`config.mk`:
```
export PLATFORM = sky130hd
export DESIGN_NAME = id_ex_stage_flat
export DESIGN_NICKNAME = d
export VERILOG_FILES = /design/src/rtl/id_ex_stage_if.sv /design/src/rtl/id_ex_stage.sv /design/src/flat_wrapper.sv
export SDC_FILE = /design/constraint.sdc
export NUM_CORES = 1
export LEC_CHECK = 0
export CAP_MARGIN = 25
export CORE_MARGIN = 2
export CORE_UTILIZATION = 37
export DETAILED_ROUTE_END_ITERATION = 16
export PLACE_DENSITY = 0.79
export SLEW_MARGIN = 10
export SYNTH_ARGS = -nofsm -noshare
export SYNTH_HDL_FRONTEND = slang
export SYNTH_SLANG_ARGS = --single-unit
```
`constraint.sdc`:
```
create_clock -name clk -period 2.65 [get_ports clk]
set_input_delay 0.53 -clock clk [delete_from_list [all_inputs] [get_ports clk]]
set_output_delay 0.53 -clock clk [all_outputs]
set_load 0.02 [all_outputs]
```
`src/rtl/id_ex_stage_if.sv`:
```
// Decode-to-execute bundle, hazard handshake and counters of the ID/EX stage.
// master: decode/execute side (drives id_*, ex_flush). slave: the ID/EX stage.
interface id_ex_stage_if #(
    parameter int PC_W   = 9,
    parameter int DATA_W = 32,
    parameter int CNT_W  = 16
);
    logic              id_valid;
    logic [6:0]        id_opcode;
    logic              id_alusrc, id_memtoreg, id_regwrite, id_memread;
    logic              id_memwrite, id_branch, id_jump, id_pcr;
    logic [1:0]        id_aluop;
    logic [PC_W-1:0]   id_pc;
    logic [DATA_W-1:0] id_rd1, id_rd2, id_imm;
    logic [4:0]        id_rs1, id_rs2, id_rd;
    logic [2:0]        id_funct3;
    logic [6:0]        id_funct7;
    logic              ex_flush;

    logic              ex_valid;
    logic              ex_alusrc, ex_memtoreg, ex_regwrite, ex_memread;
    logic              ex_memwrite, ex_branch, ex_jump, ex_pcr;
    logic [1:0]        ex_aluop;
    logic [PC_W-1:0]   ex_pc;
    logic [DATA_W-1:0] ex_rd1, ex_rd2, ex_imm;
    logic [4:0]        ex_rs1, ex_rs2, ex_rd;
    logic [2:0]        ex_funct3;
    logic [6:0]        ex_funct7;
    logic              pc_write, if_id_write;
    logic [CNT_W-1:0]  stall_cnt, flush_cnt;

    modport master (
        output id_valid, id_opcode, id_alusrc, id_memtoreg, id_regwrite, id_memread,
               id_memwrite, id_branch, id_jump, id_pcr, id_aluop, id_pc, id_rd1, id_rd2,
               id_imm, id_rs1, id_rs2, id_rd, id_funct3, id_funct7, ex_flush,
        input  ex_valid, ex_alusrc, ex_memtoreg, ex_regwrite, ex_memread, ex_memwrite,
               ex_branch, ex_jump, ex_pcr, ex_aluop, ex_pc, ex_rd1, ex_rd2, ex_imm,
               ex_rs1, ex_rs2, ex_rd, ex_funct3, ex_funct7, pc_write, if_id_write,
               stall_cnt, flush_cnt
    );

    modport slave (
        input  id_valid, id_opcode, id_alusrc, id_memtoreg, id_regwrite, id_memread,
               id_memwrite, id_branch, id_jump, id_pcr, id_aluop, id_pc, id_rd1, id_rd2,
               id_imm, id_rs1, id_rs2, id_rd, id_funct3, id_funct7, ex_flush,
        output ex_valid, ex_alusrc, ex_memtoreg, ex_regwrite, ex_memread, ex_memwrite,
               ex_branch, ex_jump, ex_pcr, ex_aluop, ex_pc, ex_rd1, ex_rd2, ex_imm,
               ex_rs1, ex_rs2, ex_rd, ex_funct3, ex_funct7, pc_write, if_id_write,
               stall_cnt, flush_cnt
    );
endinterface

```
`src/rtl/id_ex_stage.sv`:
```
// ID/EX pipeline register with load-use hazard detection, bubble insertion
// on stall or EX flush, and saturating stall/flush event counters.
module id_ex_stage #(
    parameter int PC_W   = 9,
    parameter int DATA_W = 32,
    parameter int CNT_W  = 16
) (
    input  logic          clk,
    input  logic          reset,
    id_ex_stage_if.slave  bus
);
    typedef struct packed {
        logic              valid;
        logic              alusrc, memtoreg, regwrite, memread;
        logic              memwrite, branch, jump, pcr;
        logic [1:0]        aluop;
        logic [PC_W-1:0]   pc;
        logic [DATA_W-1:0] rd1, rd2, imm;
        logic [4:0]        rs1, rs2, rd;
        logic [2:0]        funct3;
        logic [6:0]        funct7;
    } ex_bundle_t;

    ex_bundle_t       ex_q, ex_d;
    logic [CNT_W-1:0] stall_cnt_q, stall_cnt_d;
    logic [CNT_W-1:0] flush_cnt_q, flush_cnt_d;
    logic             rs1_used, rs2_used, hazard, stall, kill, keep_ctrl;

    // Source-register usage and load-use detection; depends only on EX flops and id_* inputs
    always_comb begin
        rs1_used = 1'b1;
        rs2_used = 1'b0;
        case (bus.id_opcode)
            7'b0110111, 7'b0010111, 7'b1101111: rs1_used = 1'b0;
            default:                            rs1_used = 1'b1;
        endcase
        case (bus.id_opcode)
            7'b0110011, 7'b0100011, 7'b1100011: rs2_used = 1'b1;
            default:                            rs2_used = 1'b0;
        endcase
        hazard = ex_q.valid && ex_q.memread && (ex_q.rd != 5'd0) && bus.id_valid &&
                 ((rs1_used && (bus.id_rs1 == ex_q.rd)) ||
                  (rs2_used && (bus.id_rs2 == ex_q.rd)));
        // A flush takes priority: the redirect owns the PC, so never hold it then.
        stall     = hazard && !bus.ex_flush;
        kill      = bus.ex_flush || hazard;
        keep_ctrl = bus.id_valid && !kill;
    end

    // Next EX bundle: copy decode, zeroing control whenever the slot becomes a bubble
    always_comb begin
        ex_d          = '0;
        ex_d.valid    = keep_ctrl;
        ex_d.alusrc   = keep_ctrl && bus.id_alusrc;
        ex_d.memtoreg = keep_ctrl && bus.id_memtoreg;
        ex_d.regwrite = keep_ctrl && bus.id_regwrite;
        ex_d.memread  = keep_ctrl && bus.id_memread;
        ex_d.memwrite = keep_ctrl && bus.id_memwrite;
        ex_d.branch   = keep_ctrl && bus.id_branch;
        ex_d.jump     = keep_ctrl && bus.id_jump;
        ex_d.pcr      = keep_ctrl && bus.id_pcr;
        ex_d.aluop    = keep_ctrl ? bus.id_aluop : 2'b00;
        ex_d.pc       = bus.id_pc;
        ex_d.rd1      = bus.id_rd1;
        ex_d.rd2      = bus.id_rd2;
        ex_d.imm      = bus.id_imm;
        ex_d.rs1      = bus.id_rs1;
        ex_d.rs2      = bus.id_rs2;
        ex_d.rd       = bus.id_rd;
        ex_d.funct3   = bus.id_funct3;
        ex_d.funct7   = bus.id_funct7;
    end

    // Saturating event counters: hold at all-ones instead of wrapping
    always_comb begin
        stall_cnt_d = stall_cnt_q;
        flush_cnt_d = flush_cnt_q;
        if (bus.ex_flush) begin
            if (flush_cnt_q != '1) flush_cnt_d = flush_cnt_q + 1'b1;
        end else if (hazard) begin
            if (stall_cnt_q != '1) stall_cnt_d = stall_cnt_q + 1'b1;
        end
    end

    // Pipeline and counter registers with synchronous reset
    always_ff @(posedge clk) begin
        if (reset) begin
            ex_q        <= '0;
            stall_cnt_q <= '0;
            flush_cnt_q <= '0;
        end else begin
            ex_q        <= ex_d;
            stall_cnt_q <= stall_cnt_d;
            flush_cnt_q <= flush_cnt_d;
        end
    end

    // Hold requests are released while reset is asserted, even mid-stall.
    assign bus.pc_write    = reset || !stall;
    assign bus.if_id_write = reset || !stall;

    assign bus.ex_valid    = ex_q.valid;
    assign bus.ex_alusrc   = ex_q.alusrc;
    assign bus.ex_memtoreg = ex_q.memtoreg;
    assign bus.ex_regwrite = ex_q.regwrite;
    assign bus.ex_memread  = ex_q.memread;
    assign bus.ex_memwrite = ex_q.memwrite;
    assign bus.ex_branch   = ex_q.branch;
    assign bus.ex_jump     = ex_q.jump;
    assign bus.ex_pcr      = ex_q.pcr;
    assign bus.ex_aluop    = ex_q.aluop;
    assign bus.ex_pc       = ex_q.pc;
    assign bus.ex_rd1      = ex_q.rd1;
    assign bus.ex_rd2      = ex_q.rd2;
    assign bus.ex_imm      = ex_q.imm;
    assign bus.ex_rs1      = ex_q.rs1;
    assign bus.ex_rs2      = ex_q.rs2;
    assign bus.ex_rd       = ex_q.rd;
    assign bus.ex_funct3   = ex_q.funct3;
    assign bus.ex_funct7   = ex_q.funct7;
    assign bus.stall_cnt   = stall_cnt_q;
    assign bus.flush_cnt   = flush_cnt_q;
endmodule

```
`src/flat_wrapper.sv`:
```
// flat-port wrapper written by rule: the top's interface ports become plain ports
module id_ex_stage_flat 
#(
    parameter int PC_W   = 9,
    parameter int DATA_W = 32,
    parameter int CNT_W  = 16
)
  (clk, reset, bus_id_valid, bus_id_opcode, bus_id_alusrc, bus_id_memtoreg, bus_id_regwrite, bus_id_memread, bus_id_memwrite, bus_id_branch, bus_id_jump, bus_id_pcr, bus_id_aluop, bus_id_pc, bus_id_rd1, bus_id_rd2, bus_id_imm, bus_id_rs1, bus_id_rs2, bus_id_rd, bus_id_funct3, bus_id_funct7, bus_ex_flush, bus_ex_valid, bus_ex_alusrc, bus_ex_memtoreg, bus_ex_regwrite, bus_ex_memread, bus_ex_memwrite, bus_ex_branch, bus_ex_jump, bus_ex_pcr, bus_ex_aluop, bus_ex_pc, bus_ex_rd1, bus_ex_rd2, bus_ex_imm, bus_ex_rs1, bus_ex_rs2, bus_ex_rd, bus_ex_funct3, bus_ex_funct7, bus_pc_write, bus_if_id_write, bus_stall_cnt, bus_flush_cnt);
  id_ex_stage_if #(.PC_W(PC_W), .DATA_W(DATA_W), .CNT_W(CNT_W)) bus_i ();
  input  logic clk;
  input  logic reset;
  input wire logic [$bits(bus_i.id_valid)-1:0] bus_id_valid;
  input wire logic [$bits(bus_i.id_opcode)-1:0] bus_id_opcode;
  input wire logic [$bits(bus_i.id_alusrc)-1:0] bus_id_alusrc;
  input wire logic [$bits(bus_i.id_memtoreg)-1:0] bus_id_memtoreg;
  input wire logic [$bits(bus_i.id_regwrite)-1:0] bus_id_regwrite;
  input wire logic [$bits(bus_i.id_memread)-1:0] bus_id_memread;
  input wire logic [$bits(bus_i.id_memwrite)-1:0] bus_id_memwrite;
  input wire logic [$bits(bus_i.id_branch)-1:0] bus_id_branch;
  input wire logic [$bits(bus_i.id_jump)-1:0] bus_id_jump;
  input wire logic [$bits(bus_i.id_pcr)-1:0] bus_id_pcr;
  input wire logic [$bits(bus_i.id_aluop)-1:0] bus_id_aluop;
  input wire logic [$bits(bus_i.id_pc)-1:0] bus_id_pc;
  input wire logic [$bits(bus_i.id_rd1)-1:0] bus_id_rd1;
  input wire logic [$bits(bus_i.id_rd2)-1:0] bus_id_rd2;
  input wire logic [$bits(bus_i.id_imm)-1:0] bus_id_imm;
  input wire logic [$bits(bus_i.id_rs1)-1:0] bus_id_rs1;
  input wire logic [$bits(bus_i.id_rs2)-1:0] bus_id_rs2;
  input wire logic [$bits(bus_i.id_rd)-1:0] bus_id_rd;
  input wire logic [$bits(bus_i.id_funct3)-1:0] bus_id_funct3;
  input wire logic [$bits(bus_i.id_funct7)-1:0] bus_id_funct7;
  input wire logic [$bits(bus_i.ex_flush)-1:0] bus_ex_flush;
  output wire logic [$bits(bus_i.ex_valid)-1:0] bus_ex_valid;
  output wire logic [$bits(bus_i.ex_alusrc)-1:0] bus_ex_alusrc;
  output wire logic [$bits(bus_i.ex_memtoreg)-1:0] bus_ex_memtoreg;
  output wire logic [$bits(bus_i.ex_regwrite)-1:0] bus_ex_regwrite;
  output wire logic [$bits(bus_i.ex_memread)-1:0] bus_ex_memread;
  output wire logic [$bits(bus_i.ex_memwrite)-1:0] bus_ex_memwrite;
  output wire logic [$bits(bus_i.ex_branch)-1:0] bus_ex_branch;
  output wire logic [$bits(bus_i.ex_jump)-1:0] bus_ex_jump;
  output wire logic [$bits(bus_i.ex_pcr)-1:0] bus_ex_pcr;
  output wire logic [$bits(bus_i.ex_aluop)-1:0] bus_ex_aluop;
  output wire logic [$bits(bus_i.ex_pc)-1:0] bus_ex_pc;
  output wire logic [$bits(bus_i.ex_rd1)-1:0] bus_ex_rd1;
  output wire logic [$bits(bus_i.ex_rd2)-1:0] bus_ex_rd2;
  output wire logic [$bits(bus_i.ex_imm)-1:0] bus_ex_imm;
  output wire logic [$bits(bus_i.ex_rs1)-1:0] bus_ex_rs1;
  output wire logic [$bits(bus_i.ex_rs2)-1:0] bus_ex_rs2;
  output wire logic [$bits(bus_i.ex_rd)-1:0] bus_ex_rd;
  output wire logic [$bits(bus_i.ex_funct3)-1:0] bus_ex_funct3;
  output wire logic [$bits(bus_i.ex_funct7)-1:0] bus_ex_funct7;
  output wire logic [$bits(bus_i.pc_write)-1:0] bus_pc_write;
  output wire logic [$bits(bus_i.if_id_write)-1:0] bus_if_id_write;
  output wire logic [$bits(bus_i.stall_cnt)-1:0] bus_stall_cnt;
  output wire logic [$bits(bus_i.flush_cnt)-1:0] bus_flush_cnt;
  assign bus_i.id_valid = bus_id_valid;
  assign bus_i.id_opcode = bus_id_opcode;
  assign bus_i.id_alusrc = bus_id_alusrc;
  assign bus_i.id_memtoreg = bus_id_memtoreg;
  assign bus_i.id_regwrite = bus_id_regwrite;
  assign bus_i.id_memread = bus_id_memread;
  assign bus_i.id_memwrite = bus_id_memwrite;
  assign bus_i.id_branch = bus_id_branch;
  assign bus_i.id_jump = bus_id_jump;
  assign bus_i.id_pcr = bus_id_pcr;
  assign bus_i.id_aluop = bus_id_aluop;
  assign bus_i.id_pc = bus_id_pc;
  assign bus_i.id_rd1 = bus_id_rd1;
  assign bus_i.id_rd2 = bus_id_rd2;
  assign bus_i.id_imm = bus_id_imm;
  assign bus_i.id_rs1 = bus_id_rs1;
  assign bus_i.id_rs2 = bus_id_rs2;
  assign bus_i.id_rd = bus_id_rd;
  assign bus_i.id_funct3 = bus_id_funct3;
  assign bus_i.id_funct7 = bus_id_funct7;
  assign bus_i.ex_flush = bus_ex_flush;
  assign bus_ex_valid = bus_i.ex_valid;
  assign bus_ex_alusrc = bus_i.ex_alusrc;
  assign bus_ex_memtoreg = bus_i.ex_memtoreg;
  assign bus_ex_regwrite = bus_i.ex_regwrite;
  assign bus_ex_memread = bus_i.ex_memread;
  assign bus_ex_memwrite = bus_i.ex_memwrite;
  assign bus_ex_branch = bus_i.ex_branch;
  assign bus_ex_jump = bus_i.ex_jump;
  assign bus_ex_pcr = bus_i.ex_pcr;
  assign bus_ex_aluop = bus_i.ex_aluop;
  assign bus_ex_pc = bus_i.ex_pc;
  assign bus_ex_rd1 = bus_i.ex_rd1;
  assign bus_ex_rd2 = bus_i.ex_rd2;
  assign bus_ex_imm = bus_i.ex_imm;
  assign bus_ex_rs1 = bus_i.ex_rs1;
  assign bus_ex_rs2 = bus_i.ex_rs2;
  assign bus_ex_rd = bus_i.ex_rd;
  assign bus_ex_funct3 = bus_i.ex_funct3;
  assign bus_ex_funct7 = bus_i.ex_funct7;
  assign bus_pc_write = bus_i.pc_write;
  assign bus_if_id_write = bus_i.if_id_write;
  assign bus_stall_cnt = bus_i.stall_cnt;
  assign bus_flush_cnt = bus_i.flush_cnt;
  id_ex_stage #(.PC_W(PC_W), .DATA_W(DATA_W), .CNT_W(CNT_W)) u_core (.clk(clk), .reset(reset), .bus(bus_i));
endmodule
```
# ---- After elaboration in Yosys (flattened, before gate mapping)
# Cells that the tools add are included.
dict set report op_classes {
  addsub 2
  n_eq_ne 10
  muxes 2
  bitwise_logic 2
  reduce_logical 28
}
# cell n
set ops {}
lappend ops {{$add A16 B1 Y16 const B} 2}
lappend ops {{$ne A16 B16 Y1 const B} 2}
lappend ops {{$eq A7 B6 Y1 const B} 3}
lappend ops {{$logic_and A1 B1 Y1} 16}
lappend ops {{$eq A7 B7 Y1 const B} 2}
lappend ops {{$eq A5 B5 Y1} 2}
lappend ops {{$eq A7 B5 Y1 const B} 1}
lappend ops {{$reduce_or A3 Y1} 2}
lappend ops {{$reduce_bool A5 Y1} 1}
lappend ops {{$logic_not A1 Y1} 3}
lappend ops {{$logic_or A1 B1 Y1} 3}
lappend ops {{$reduce_and A3 Y1} 1}
lappend ops {{$mux W1} 2}
lappend ops {{$not A1 Y1} 2}
lappend ops {{$reduce_and A2 Y1} 1}
lappend ops {{$reduce_or A2 Y1} 1}
dict set report word_totals {
  reg_bits 173
  in_bits 151
  output_inout_bits 175
  elab_cells 65
}

# ---- Longest topological paths before layout
# Gate-level depths: netlist of the first run.
dict set report depth {
  word_depth 11
  depth_mapped 7
  ltp_nobuf 7
}

# ---- Worst setup path before layout of the first run
# OpenSTA, ideal clock, no wires.
dict set report synth_path {
  path_kind {reg-to-output}
  from {register u_core.ex_q (netlist bit u_core.bus.ex_rd[0])}
  to {output bus_pc_write}
  arrival_ns 1.888
  t_required_ns 2.120
  slack_ns 0.232
  stages_incl_launch_ff 8
  path_cell_list {dfxtp_1 -> or4_1 -> o2111ai_2 -> a31oi_2 -> o21ai_2 -> buf_6 -> nand2b_1 -> buf_4}
}
dict set report synth_between {
  elab_chain_len 7
  elab_cells_between_ends 12
  classes_between {2 x eq/ne; 10 x reduce/logical}
}
# element line_no
set synth_lines {}
lappend synth_lines {{start, declared} id_ex_stage.sv:24} ;# ex_bundle_t ex_q, ex_d;
lappend synth_lines {{start signal, assigned} id_ex_stage.sv:88} ;# ex_q <= '0;
lappend synth_lines {{start signal, assigned} id_ex_stage.sv:92} ;# ex_q <= ex_d;
lappend synth_lines {{$eq A5 B5 Y1 (tied with other cells)} id_ex_stage.sv:42} ;# ((rs1_used && (bus.id_rs1 == ex_q.rd)) ||
lappend synth_lines {{$logic_and A1 B1 Y1, on equally long branches} {id_ex_stage.sv:42, id_ex_stage.sv:41, id_ex_stage.sv:43}}
lappend synth_lines {{$logic_or A1 B1 Y1 or $logic_and A1 B1 Y1 (tied branches)} {id_ex_stage.sv:42, id_ex_stage.sv:41}}
lappend synth_lines {{$logic_and A1 B1 Y1 *} id_ex_stage.sv:41} ;# hazard = ex_q.valid && ex_q.memread && (ex_q.rd != 5'd0) && bus.id_valid &&
lappend synth_lines {{$logic_and A1 B1 Y1 *} id_ex_stage.sv:45} ;# stall = hazard && !bus.ex_flush;
lappend synth_lines {{$logic_not A1 Y1 *} n/a}
lappend synth_lines {{$logic_or A1 B1 Y1 *} n/a}
lappend synth_lines {{end, declared} flat_wrapper.sv:52} ;# output wire logic [$bits(bus_i.pc_write)-1:0] bus_pc_write;
# Every way passes the cells marked *; elsewhere a longest branch is shown, timed or not.

# ---- Worst setup path in the final report of the first run
dict set report layout_path {
  from {input bus_id_rs2[0]}
  to {output bus_pc_write}
}
dict set report layout_between {
  elab_chain_len 7
}
# element line_no
set layout_lines {}
lappend layout_lines {{start, declared} flat_wrapper.sv:28} ;# input wire logic [$bits(bus_i.id_rs2)-1:0] bus_id_rs2;
lappend layout_lines {{$eq A5 B5 Y1} id_ex_stage.sv:43} ;# (rs2_used && (bus.id_rs2 == ex_q.rd)));
lappend layout_lines {{$logic_and A1 B1 Y1} id_ex_stage.sv:43}
lappend layout_lines {{$logic_or A1 B1 Y1} id_ex_stage.sv:42}
lappend layout_lines {{$logic_and A1 B1 Y1} id_ex_stage.sv:41}
lappend layout_lines {{$logic_and A1 B1 Y1} id_ex_stage.sv:45}
lappend layout_lines {{$logic_not A1 Y1} id_ex_stage.sv:99} ;# assign bus.pc_write = reset || !stall;
lappend layout_lines {{$logic_or A1 B1 Y1} id_ex_stage.sv:99}
# No other way between the ends.

==> impl_metrics.csv, run 1 <==
group,metric,value,unit
global_route,busiest_layer,"met2",
critical_path,path_class,"primary input to output pin",
yosys,synth_ff_type,"dfxtp_1",
floorplan,die_w,126,microns
critical_path,reg2reg_depth,9,
yosys,ys_ff_latch,173,
clocking,htreeDepth,4,
clocking,cts.sinks,173,
yosys,synth_top_area_share,62.4,%
placement,portBuffers,325,
finish,regArea,0.00346,sq mm
pwr,power,5.97,mW
floorplan,start_util,38.1,%
min_path,whs_path_depth,2,
sta,layout_min_cycle_time,2.60,ns
yosys,async_flop_share,0,%
floorplan,fp-row-count,44,
finish,final_util,66.1,%
yosys,synth-edff-count,0,
floorplan,ios,326,
finish,mostFrequentLayoutCells,"322 x clkdlybuf4s50_1, 173 x dfxtp_1, 136 x nor2b_1",
floorplan,core,0.0146,sq mm
min_path,hold_path_class,"flip-flop to flip-flop",
placement,postPlaceCellArea,0.00906,sq mm
route,via_count,4776,
finish,nFillCells,1121,
yosys,netlist_area,0.00555,sq mm
yosys,syn_avg_cell_area,10.9,sq um
route,detail-route-antenna-nets,0,
yosys,synth_nets,662,
route,drc,0,
placement,dp_hpwl,12300,microns
route,routedWlPerCell,15.6,microns
route,dr.pass1.iters,4,
critical_path,cp_slowest_cell,"clkdlybuf4s50_1",
sta,rsz0062_at_grt,"false",
clocking,cts-root-buf,"clkbuf_16",
min_path,hold_end,"u_core.bus.stall_cnt[14]",
critical_path,reg2reg_to,"u_core.bus.stall_cnt[15]",
clocking,cts_buffer_depth,2,
yosys,ys_warn_count,0,
critical_path,startpoint_type,"primary input",
global_route,grt.total_usage,19.7,%
critical_path,r2r_start,"u_core.bus.ex_rd[0]",
sta,finalMaxSlewViolations,0,
pwr,p_per_area,619,mW/mm^2
route,drtIter0Drc,159,
yosys,ys_seq_area_share,62.4,%
sta,setup_viol,0,
finish,syn2layout_area_growth,73.7,%
finish,mostFrequentLayoutCell,"clkdlybuf4s50_1",
critical_path,critPathArrivalTime,2.07,ns
sta,max_freq,0.385,GHz
global_route,grt-ovfl-total,0,
finish,n_antenna_cell,0,
critical_path,cp-end-kind,"output pin",
placement,gp_congestion,0.868,
route,finalWirelength,16200,microns
critical_path,critPathBufInv,2,
sta,tightest_slew,0.689,ns
global_route,grt_pass1_wl,25000,microns
floorplan,die_area,0.0160,sq mm
critical_path,max_stage_delay,0.44,ns
finish,layout-drive-gt1-share,7.10,%
critical_path,r2r_slack,0.43,ns
critical_path,critical_path.top_delay_family,"simple AND/OR/NAND/NOR gates",
run,maxCapViolCount,0,
min_path,hp-start,"u_core.bus.stall_cnt[14]",
sta,slew_headroom,54.1,%
clocking,clk-insertion-delay-late,0.41,ns
global_route,grt_antenna_before_repair,0,
clocking,clkTransAtPathRegs,0.06,ns
yosys,yosys.area.top_type,"dfxtp_1",
outcome,run_status,"complete, no violations",
route,via_per_inst,4.58,
critical_path,crit_chain,"clkdlybuf4s50_1, xor2_1, nor3_1, and4_1, o21ai_2, nand2b_1, buf_2",
global_route,met1_usage,20.5,%
global_route,grt_pass1_vias,4840,
critical_path,cp.required,2.12,ns
critical_path,cp_max_fo,2,
global_route,met3_usage,7.00,%
clocking,holdBufCountCts,0,
sta,period_share,98.0,%
finish,fin_nets,1000,
finish,final_area,0.00964,sq mm
yosys,syn_inst,509,
pwr,power.leakage,3.65,nW
yosys,synthTopCellsByArea,"dfxtp_1 62%, nor2b_1 15%, xor2_1 2.2%, nor2_1 1.9%, xnor2_1 1.4%",
global_route,grt_max_degree,167,
finish,multi_input_area,0.00199,sq mm
clocking,cts_tree,"yes",
pwr,peakVddDrop,392,uV
global_route,grt.met2_usage,36.6,%
clocking,cts_buffers,17,
floorplan,die_h,126,microns
sta,hold_violations,0,
yosys,yosys.cell_types.count,44,
sta,skew,0.00646,ns
==> layer usage <==
| metal | part of all wire (%) | routed length (microns) |
|---|---|---|
| met2 | 53 | 8590 |
| met5 | 0 | 0 |
| met3 | 8.6 | 1390 |
| met4 | 2.0 | 328 |
| met1 | 37 | 5930 |
==> Yosys cell counts, types with 2 or more instances <==
library cell	number
dfxtp_1	173
nor2b_1	136
nor2_1	28
clkbuf_1	17
a21oi_1	15
xor2_1	14
nand2_1	13
nand3_1	13
and2_1	11
nand4_1	9
xnor2_1	9
o21ai_0	7
or3_1	6
and3_1	5
nand2b_1	5
nor3_1	4
or4_1	4
a31oi_1	3
and4_1	3
o2111ai_1	3
o31ai_1	3
buf_4	2
ha_1	2
mux2_4	2
mux2i_1	2
nor3b_1	2
==> cells by family (layout without fill, tap and decap cells) <==
| family | Yosys count | after routing | synth area share, % |
|---|---|---|---|
| buffers and inverters | 23 | 373 | 1.85 |
| and+or+nand+nor | 245 | 245 | 26.1 |
| muxes | 5 | 5 | 1.10 |
| adders and majority gates | 2 | 2 | 0.451 |
| DFF | 173 | 173 | 62.4 |
| AOI/OAI and AO/OA | 38 | 38 | 4.53 |
| xor gates and xnor gates | 23 | 23 | 3.63 |
==> final cells by class <==
class	instances	area share, %
clock buffers	19	4.70
clock inverters	12	1.39
inverters	1	0.0389
multi-input cells	313	20.6
flip-flops and latches	173	35.9
well taps	184	2.39
repair buffers	341	35.0
==> state kept, by name, summed over array words and instances, names as in the netlist, 7 cells and up <==
name and cells:
u_core.bus.ex_imm 32, u_core.bus.ex_rd1 32, u_core.bus.ex_rd2 32, u_core.bus.flush_cnt 16, u_core.bus.stall_cnt 16, u_core.bus.ex_pc 9
u_core.bus.ex_funct7 7
==> metrics by stage <==
stage,hold slack [ns],setup WS (ns),setup TNS (ns),std cells
finish,0.516,0.0519,0,1043
global route,0.550,0.0000382,0,1043
CTS,0.520,0.0725,0,1043
detailed placement,0.511,-0.346,-0.691,1011
global placement,0.487,-0.321,-0.636,1011
floorplan,0.563,0.232,0,509
==> worst max-delay path by stage <==
stage	start	endpoint	slack, ns	depth (start not counted)
detailed placement	bus_id_opcode[6]	bus_if_id_write	-0.35	7
finish	bus_id_rs2[0]	bus_pc_write	0.05	7
floorplan	u_core.bus.ex_rd[0]	bus_pc_write	0.23	7
CTS	bus_id_rs2[0]	bus_if_id_write	0.07	7
global route	bus_id_rs2[0]	bus_pc_write	0.00004	7
global placement	bus_id_rs2[2]	bus_pc_write	-0.32	7
==> power breakdown <==
part / total (mW) / internal, mW / switching (mW)
Clock: 2.46 / 1.44 / 1.01
Combinational: 0.758 / 0.450 / 0.308
Sequential: 2.75 / 2.71 / 0.0384
Total: 5.97 / 4.61 / 1.36
==> worst min-delay path, delay by kind of cell (launching register included) <==
kind,cells,cell delay (ns)
flops,1,0.34
compound gates,2,0.13
==> what timing repair did <==
action	CTS	global route
gates resized for setup	8	0
setup buffers	1	0
setup endpoints to repair	2	0
Note: power is estimated with default switching activity, not from simulation.
==> inputs of run 2 (changes only) <==
ABC_CLOCK_PERIOD_IN_PS = 2650   (was not set)
SKIP_LAST_GASP = 1   (was not set)
==> results of run 2 <==
The final DEF is identical to that of run 1; final timing and power are the same.
